File: config.mk
export PLATFORM = sky130hd
export DESIGN_NAME = byte_striping_param_flat
export DESIGN_NICKNAME = d
export VERILOG_FILES = /design/src/rtl/byte_striping_param_if.sv /design/src/rtl/byte_striping_param.sv /design/src/flat_wrapper.sv
export SDC_FILE = /design/constraint.sdc
export NUM_CORES = 1
export LEC_CHECK = 0
export ABC_AREA = 1
export BUFFER_PORTS_ARGS = -buffer_cell sky130_fd_sc_hd__buf_2
export CAP_MARGIN = 20
export CELL_PAD_IN_SITES_DETAIL_PLACEMENT = 0
export CELL_PAD_IN_SITES_GLOBAL_PLACEMENT = 2
export CORE_ASPECT_RATIO = 2
export CORE_MARGIN = 2
export CORE_UTILIZATION = 31
export DETAILED_ROUTE_END_ITERATION = 6
export PLACE_DENSITY = 0.81
export REMOVE_ABC_BUFFERS = 1
export SETUP_SLACK_MARGIN = 0.1
export SKIP_LAST_GASP = 1
export SYNTH_ARGS = -nofsm -noshare
export SYNTH_HDL_FRONTEND = slang
export SYNTH_SLANG_ARGS = --single-unit
File: constraint.sdc
create_clock -name byteStripingCLK -period 2.1 [get_ports byteStripingCLK]
set_clock_uncertainty 0.1 [all_clocks]
set_input_delay 0.315 -clock byteStripingCLK [delete_from_list [all_inputs] [get_ports byteStripingCLK]]
set_output_delay 0.315 -clock byteStripingCLK [all_outputs]
set_load 0.05 [all_outputs]
File: src/rtl/byte_striping_param_if.sv
// Handshake bundle for byte_striping_param: serial word input side and striped group output side.
// master = upstream source / downstream sink driver, slave = the striper itself.
interface byte_striping_param_if #(
   parameter int NUM_LANES = 4,
   parameter int WIDTH     = 8,
   parameter int CNT_W     = 8
);
   localparam int IDX_W = $clog2(NUM_LANES);

   logic [WIDTH-1:0]           byteStripingIN;
   logic                       byteStripingVLD;
   logic                       byteStripingRDY;
   logic [NUM_LANES*WIDTH-1:0] stripedLanes;
   logic                       stripedVLD;
   logic                       stripedRDY;
   logic [NUM_LANES-1:0]       stripedMASK;
   logic [IDX_W-1:0]           laneIdx;
   logic [CNT_W-1:0]           groupCnt;

   modport master (
      output byteStripingIN, byteStripingVLD, stripedRDY,
      input  byteStripingRDY, stripedLanes, stripedVLD, stripedMASK, laneIdx, groupCnt
   );

   modport slave (
      input  byteStripingIN, byteStripingVLD, stripedRDY,
      output byteStripingRDY, stripedLanes, stripedVLD, stripedMASK, laneIdx, groupCnt
   );
endinterface

File: src/rtl/byte_striping_param.sv
// Round-robin byte striper: word n goes to lane n mod NUM_LANES, full groups leave as one beat
// through an accumulator + output double buffer. Optional timed pad flush: STRIPE_FLUSH_PAD_EN.
module byte_striping_param #(
   parameter int          NUM_LANES     = 4,
   parameter int          WIDTH         = 8,
   parameter int          CNT_W         = 8,
   parameter logic [7:0]  PAD_BYTE      = 8'hBC,
   parameter int          FLUSH_TIMEOUT = 4
) (
   input logic                   byteStripingCLK,
   input logic                   byteStripingRSTn,
   byte_striping_param_if.slave  bus
);
   localparam int               IDX_W     = $clog2(NUM_LANES);
   localparam logic [IDX_W-1:0] LAST_LANE = IDX_W'(NUM_LANES - 1);
   localparam logic [WIDTH-1:0] PAD       = WIDTH'(PAD_BYTE);

   if (NUM_LANES < 2 || FLUSH_TIMEOUT < 1) begin : g_param_check
      $error("byte_striping_param: NUM_LANES must be >= 2 and FLUSH_TIMEOUT >= 1");
   end

   logic [WIDTH-1:0]           acc_p0 [NUM_LANES];
   logic [NUM_LANES*WIDTH-1:0] acc_flat_p0;
   logic [NUM_LANES-1:0]       acc_mask_p0;
   logic                       acc_full;
   logic [IDX_W-1:0]           lane_idx;

   logic [NUM_LANES*WIDTH-1:0] lanes_p1;
   logic [NUM_LANES-1:0]       mask_p1;
   logic                       vld_p1;
   logic [CNT_W-1:0]           group_cnt;

   logic                       rdy;
   logic                       accept;
   logic                       slot_free;
   logic                       last_word;
   logic                       flush;
   logic                       complete;
   logic [NUM_LANES*WIDTH-1:0] grp;
   logic [NUM_LANES-1:0]       grp_mask;

   assign rdy       = byteStripingRSTn & ~acc_full;
   assign accept    = bus.byteStripingVLD & rdy;
   assign slot_free = ~vld_p1 | bus.stripedRDY;
   assign last_word = accept & (lane_idx == LAST_LANE);
   assign complete  = last_word | flush;

`ifdef STRIPE_FLUSH_PAD_EN
   localparam int IDLE_W = $clog2(FLUSH_TIMEOUT + 1);
   logic [IDLE_W-1:0] idle_cnt;

   // An accept on the timeout edge wins: the word is taken and no flush happens.
   assign flush = ~accept & (lane_idx != '0) & (idle_cnt == IDLE_W'(FLUSH_TIMEOUT));

   always_ff @(posedge byteStripingCLK or negedge byteStripingRSTn) begin
      if (!byteStripingRSTn) begin
         idle_cnt <= '0;
      end else if (accept || flush) begin
         idle_cnt <= '0;
      end else if (lane_idx != '0) begin
         idle_cnt <= idle_cnt + 1'b1;
      end
   end
`else
   assign flush = 1'b0;
`endif

   // Group as it would leave this edge: incoming word in the last lane, or pad in unfilled lanes.
   always_comb begin
      grp      = '0;
      grp_mask = '1;
      for (int k = 0; k < NUM_LANES; k++) begin
         grp[k*WIDTH +: WIDTH] = acc_p0[k];
         if (flush && (IDX_W'(k) >= lane_idx)) begin
            grp[k*WIDTH +: WIDTH] = PAD;
            grp_mask[k]           = 1'b0;
         end
      end
      if (last_word) begin
         grp[(NUM_LANES-1)*WIDTH +: WIDTH] = bus.byteStripingIN;
      end
   end

   always_comb begin
      acc_flat_p0 = '0;
      for (int k = 0; k < NUM_LANES; k++) begin
         acc_flat_p0[k*WIDTH +: WIDTH] = acc_p0[k];
      end
   end

   // p0: accumulator storage (data only, discarded by lane_idx/acc_full reset)
   always_ff @(posedge byteStripingCLK) begin
      if (accept) begin
         acc_p0[lane_idx] <= bus.byteStripingIN;
      end
      if (complete && !slot_free) begin
         for (int k = 0; k < NUM_LANES; k++) begin
            acc_p0[k] <= grp[k*WIDTH +: WIDTH];
         end
      end
   end

   // p1: lane index, parked-group flag and output register
   always_ff @(posedge byteStripingCLK or negedge byteStripingRSTn) begin
      if (!byteStripingRSTn) begin
         lane_idx    <= '0;
         acc_full    <= 1'b0;
         acc_mask_p0 <= '0;
         lanes_p1    <= '0;
         mask_p1     <= '0;
         vld_p1      <= 1'b0;
         group_cnt   <= '0;
      end else begin
         if (accept) begin
            lane_idx <= last_word ? '0 : lane_idx + 1'b1;
         end else if (flush) begin
            lane_idx <= '0;
         end

         if (vld_p1 && bus.stripedRDY) begin
            group_cnt <= group_cnt + 1'b1;
         end

         if (acc_full && slot_free) begin
            lanes_p1 <= acc_flat_p0;
            mask_p1  <= acc_mask_p0;
            vld_p1   <= 1'b1;
            acc_full <= 1'b0;
         end else if (complete && slot_free) begin
            lanes_p1 <= grp;
            mask_p1  <= grp_mask;
            vld_p1   <= 1'b1;
         end else if (complete) begin
            acc_full    <= 1'b1;
            acc_mask_p0 <= grp_mask;
         end else if (vld_p1 && bus.stripedRDY) begin
            vld_p1 <= 1'b0;
         end
      end
   end

   assign bus.byteStripingRDY = rdy;
   assign bus.stripedLanes    = lanes_p1;
   assign bus.stripedVLD      = vld_p1;
   assign bus.stripedMASK     = mask_p1;
   assign bus.laneIdx         = lane_idx;
   assign bus.groupCnt        = group_cnt;
endmodule

File: src/flat_wrapper.sv
// flat-port wrapper written by rule: the top's interface ports become plain ports
module byte_striping_param_flat 
#(
   parameter int          NUM_LANES     = 4,
   parameter int          WIDTH         = 8,
   parameter int          CNT_W         = 8,
   parameter logic [7:0]  PAD_BYTE      = 8'hBC,
   parameter int          FLUSH_TIMEOUT = 4
)
  (byteStripingCLK, byteStripingRSTn, bus_byteStripingIN, bus_byteStripingVLD, bus_stripedRDY, bus_byteStripingRDY, bus_stripedLanes, bus_stripedVLD, bus_stripedMASK, bus_laneIdx, bus_groupCnt);
  byte_striping_param_if #(.NUM_LANES(NUM_LANES), .WIDTH(WIDTH), .CNT_W(CNT_W)) bus_i ();
  input logic byteStripingCLK;
  input logic byteStripingRSTn;
  input wire logic [$bits(bus_i.byteStripingIN)-1:0] bus_byteStripingIN;
  input wire logic [$bits(bus_i.byteStripingVLD)-1:0] bus_byteStripingVLD;
  input wire logic [$bits(bus_i.stripedRDY)-1:0] bus_stripedRDY;
  output wire logic [$bits(bus_i.byteStripingRDY)-1:0] bus_byteStripingRDY;
  output wire logic [$bits(bus_i.stripedLanes)-1:0] bus_stripedLanes;
  output wire logic [$bits(bus_i.stripedVLD)-1:0] bus_stripedVLD;
  output wire logic [$bits(bus_i.stripedMASK)-1:0] bus_stripedMASK;
  output wire logic [$bits(bus_i.laneIdx)-1:0] bus_laneIdx;
  output wire logic [$bits(bus_i.groupCnt)-1:0] bus_groupCnt;
  assign bus_i.byteStripingIN = bus_byteStripingIN;
  assign bus_i.byteStripingVLD = bus_byteStripingVLD;
  assign bus_i.stripedRDY = bus_stripedRDY;
  assign bus_byteStripingRDY = bus_i.byteStripingRDY;
  assign bus_stripedLanes = bus_i.stripedLanes;
  assign bus_stripedVLD = bus_i.stripedVLD;
  assign bus_stripedMASK = bus_i.stripedMASK;
  assign bus_laneIdx = bus_i.laneIdx;
  assign bus_groupCnt = bus_i.groupCnt;
  byte_striping_param #(.NUM_LANES(NUM_LANES), .WIDTH(WIDTH), .CNT_W(CNT_W), .PAD_BYTE(PAD_BYTE), .FLUSH_TIMEOUT(FLUSH_TIMEOUT)) u_core (.byteStripingCLK(byteStripingCLK), .byteStripingRSTn(byteStripingRSTn), .bus(bus_i));
endmodule
==> impl_metrics.json <==
{
  "slowest_delay_ns": 0.45,
  "cts_max_level": 3,
  "crit_path_top_delay_cell": "dfrtp_1",
  "synth_async_sr_flop_share": 0.590,
  "placed_area_sq_um": 3550,
  "max-cap-violations": 0,
  "powerDensity_nw_per_um2": 1630,
  "drtPass1Iterations": 4,
  "dp_cells": 473,
  "final_util": 0.384,
  "antenna_found_initial": 0,
  "io_pins": 60,
  "ys.flop_type": "dfrtp_1",
  "gp_congestion": 0.773,
  "dpl.hpwl_microns": 5070,
  "antenna_cells": 0,
  "end_kind": "output port",
  "min_period_ns": 1.81,
  "p_leak_nw": 1.87,
  "ctsRootBufferMaster": "clkbuf_16",
  "design_area_sq_um": 3840,
  "initial_core_util": 0.316,
  "drive_gt1_frac": 0.261,
  "synth_warnings": 0,
  "track_usage": 0.130,
  "r2r_slack_ns": 0.30,
  "yosysUniqueCellTypes": 23,
  "ant_nets": 0,
  "status": "complete, no violations",
  "pwr-share-seq": 0.366,
  "path_clk_slew_ns": 0.06,
  "via_per_inst": 4.35,
  "drc": 0,
  "syn_avg_cell_area_sq_um": 10.8,
  "cts_tree": "built",
  "portBuffers": 59,
  "switching_share": 0.462,
  "critical_path.cell_chain": "nor2_2, buf_4, buf_2",
  "cts_buffers": 9,
  "tns_ns": 0,
  "wl_microns": 6690,
  "timing.rr.end": "u_core.acc_p0[0][2]",
  "worstPathRequired_ns": 1.68,
  "ir_worst_vdd_mv": 0.544,
  "power_frac_comb": 0.418,
  "slew_headroom": 0.661,
  "timing.hold.ws_ns": 0.0609,
  "drt-initial-drc-count": 123,
  "clock_power_share": 0.217,
  "period_share": 0.863,
  "grt_pass1_wl_microns": 10500,
  "max_slew.worst_pin.slew_ns": 0.508,
  "worstReg2RegStart": "u_core.bus.laneIdx[0]",
  "final_cells": 492,
  "setup_viol": 0,
  "cts.sinks": 78,
  "final_nets": 369,
  "grt_max_degree": 41,
  "overflow": 0,
  "synthCells": 292,
  "switching_power_w": 0.00289,
  "cp_max_fo": 9,
  "layout_common_cells": "108 x nand2_1, 59 x buf_2, 46 x dfrtp_1",
  "core_area_sq_um": 10000,
  "vias": 2139,
  "cp-start-kind": "flip-flop",
  "synth-seq-cells": 78,
  "critPathKind": "reg -> out",
  "synth_edf_count": 32,
  "rows": 52,
  "rsz0062_at_grt": "false",
  "final_common_cell": "nand2_1",
  "grt_pass1_vias": 2059,
  "slew_violations": 0,
  "reg2regPathDepth": 7,
  "intPower_w": 0.00337,
  "finalHoldViolations": 0,
  "die_w_microns": 75.4,
  "die_area_sq_um": 11100,
  "synth_area_sq_um": 3160,
  "worstSkewPairLatency_ns": 0.33,
  "fill_cells": 1050,
  "worstPathArrival_ns": 1.40,
  "hold_class": "in -> async",
  "die_height_microns": 147,
  "clock.fmax_ghz": 0.552,
  "wl_per_cell_microns": 13.6,
  "ys_seq_area_frac": 0.668,
  "area_growth_pct": 21.6,
  "clockBufferDepth": 2
}
==> power by group through the flow <==
stage | clock (W) | sequential (W) | combinational, W
2_1_floorplan | 0 | 0.00372 | 0.000524
6_report | 0.00136 | 0.00229 | 0.00262
3_5_place_dp | 0 | 0.00232 | 0.00264
3_3_place_gp | 0 | 0.00232 | 0.00261
5_1_grt | 0.00147 | 0.00235 | 0.00279
4_1_cts | 0.00139 | 0.00230 | 0.00264
==> final cells by class <==
type	instances	area, sq um	area share
Multi-Input combinational cell	177	855	0.222
Tap cell	135	169	0.0439
Timing Repair Buffer	72	395	0.103
Clock buffer	12	236	0.0615
Sequential cell	78	2110	0.549
Clock inverter	4	25.0	0.00651
Inverter	14	52.6	0.0137
==> cell families after synthesis <==
family	share of synthesized area
and+or+nand+nor	0.225
buffers and inverters	0.0649
adders and majority gates	0.0198
AOI/OAI and AO/OA	0.00751
DFF	0.668
muxes	0.00356
xor gates and xnor gates	0.0111
==> per-layer routing <==
layer / vias to the layer above / routed length, microns / track usage
li1: 1061 / - / -
met1: 1020 / 2400 / 0.131
met2: 49 / 3850 / 0.236
met3: 9 / 290 / 0.0343
met4: 0 / 151 / 0.0605
met5: - / 0 / 0
==> through the flow <==
stage                     worst slack [ns]  power (W)
after global routing                 0.156    0.00660
after detailed placement             0.148    0.00496
after floorplan                     -0.292    0.00424
after CTS                            0.145    0.00633
final                                0.288    0.00626
after global placement               0.185    0.00493
==> cells in the mapped netlist, types with 2 or more instances <==
library cell	count	area [sq um]
a21oi_1	3	15.0
nor2_1	10	37.5
buf_6	3	33.8
inv_2	2	7.51
ha_1	5	62.6
nand2_1	108	405
nand4_1	11	68.8
clkbuf_1	8	30.0
buf_4	8	60.1
buf_2	3	15.0
xnor2_1	2	17.5
xor2_1	2	17.5
dfrtp_1	46	1150
edfxtp_1	32	961
nand2_4	2	22.5
nand3_1	29	145
inv_1	12	45.0
==> worst max-delay path, delay by kind of cell, from the launching register on <==
family	cells	cell delay, ns
buf+inv	2	0.46
flops	1	0.45
simple gates	1	0.15
==> state kept, by name (all words and copies together) (netlist names) <==
register	cells
u_core.acc_full	1
u_core.acc_mask_p0	1
u_core.acc_p0	32
u_core.bus.groupCnt	8
u_core.bus.laneIdx	2
u_core.bus.stripedLanes	32
u_core.bus.stripedMASK	1
u_core.bus.stripedVLD	1
==> how the worst max path moves through the flow <==
stage	startpoint	to	slack, ns
final	u_core.acc_full	bus_byteStripingRDY	0.29
after global routing	u_core.bus.laneIdx[0]	u_core.acc_p0[0][4]	0.16
after CTS	u_core.bus.laneIdx[0]	u_core.bus.stripedLanes[24]	0.15
after detailed placement	u_core.bus.laneIdx[0]	u_core.bus.stripedLanes[24]	0.15
after global placement	u_core.bus.laneIdx[0]	u_core.bus.stripedLanes[24]	0.19
after floorplan	u_core.bus.laneIdx[0]	u_core.acc_p0[0][0]	-0.29
==> timing repair <==
| item | 4_1_cts | 5_1_grt |
|---|---|---|
| hold buffers | 1 | 0 |
| endpoints found under the setup margin | 0 | 45 |
| gates resized for setup | 0 | 1 |
| hold endpoints to repair | 6 | 0 |
| setup buffers | 0 | 2 |
Power figures use the tool's default switching activity.
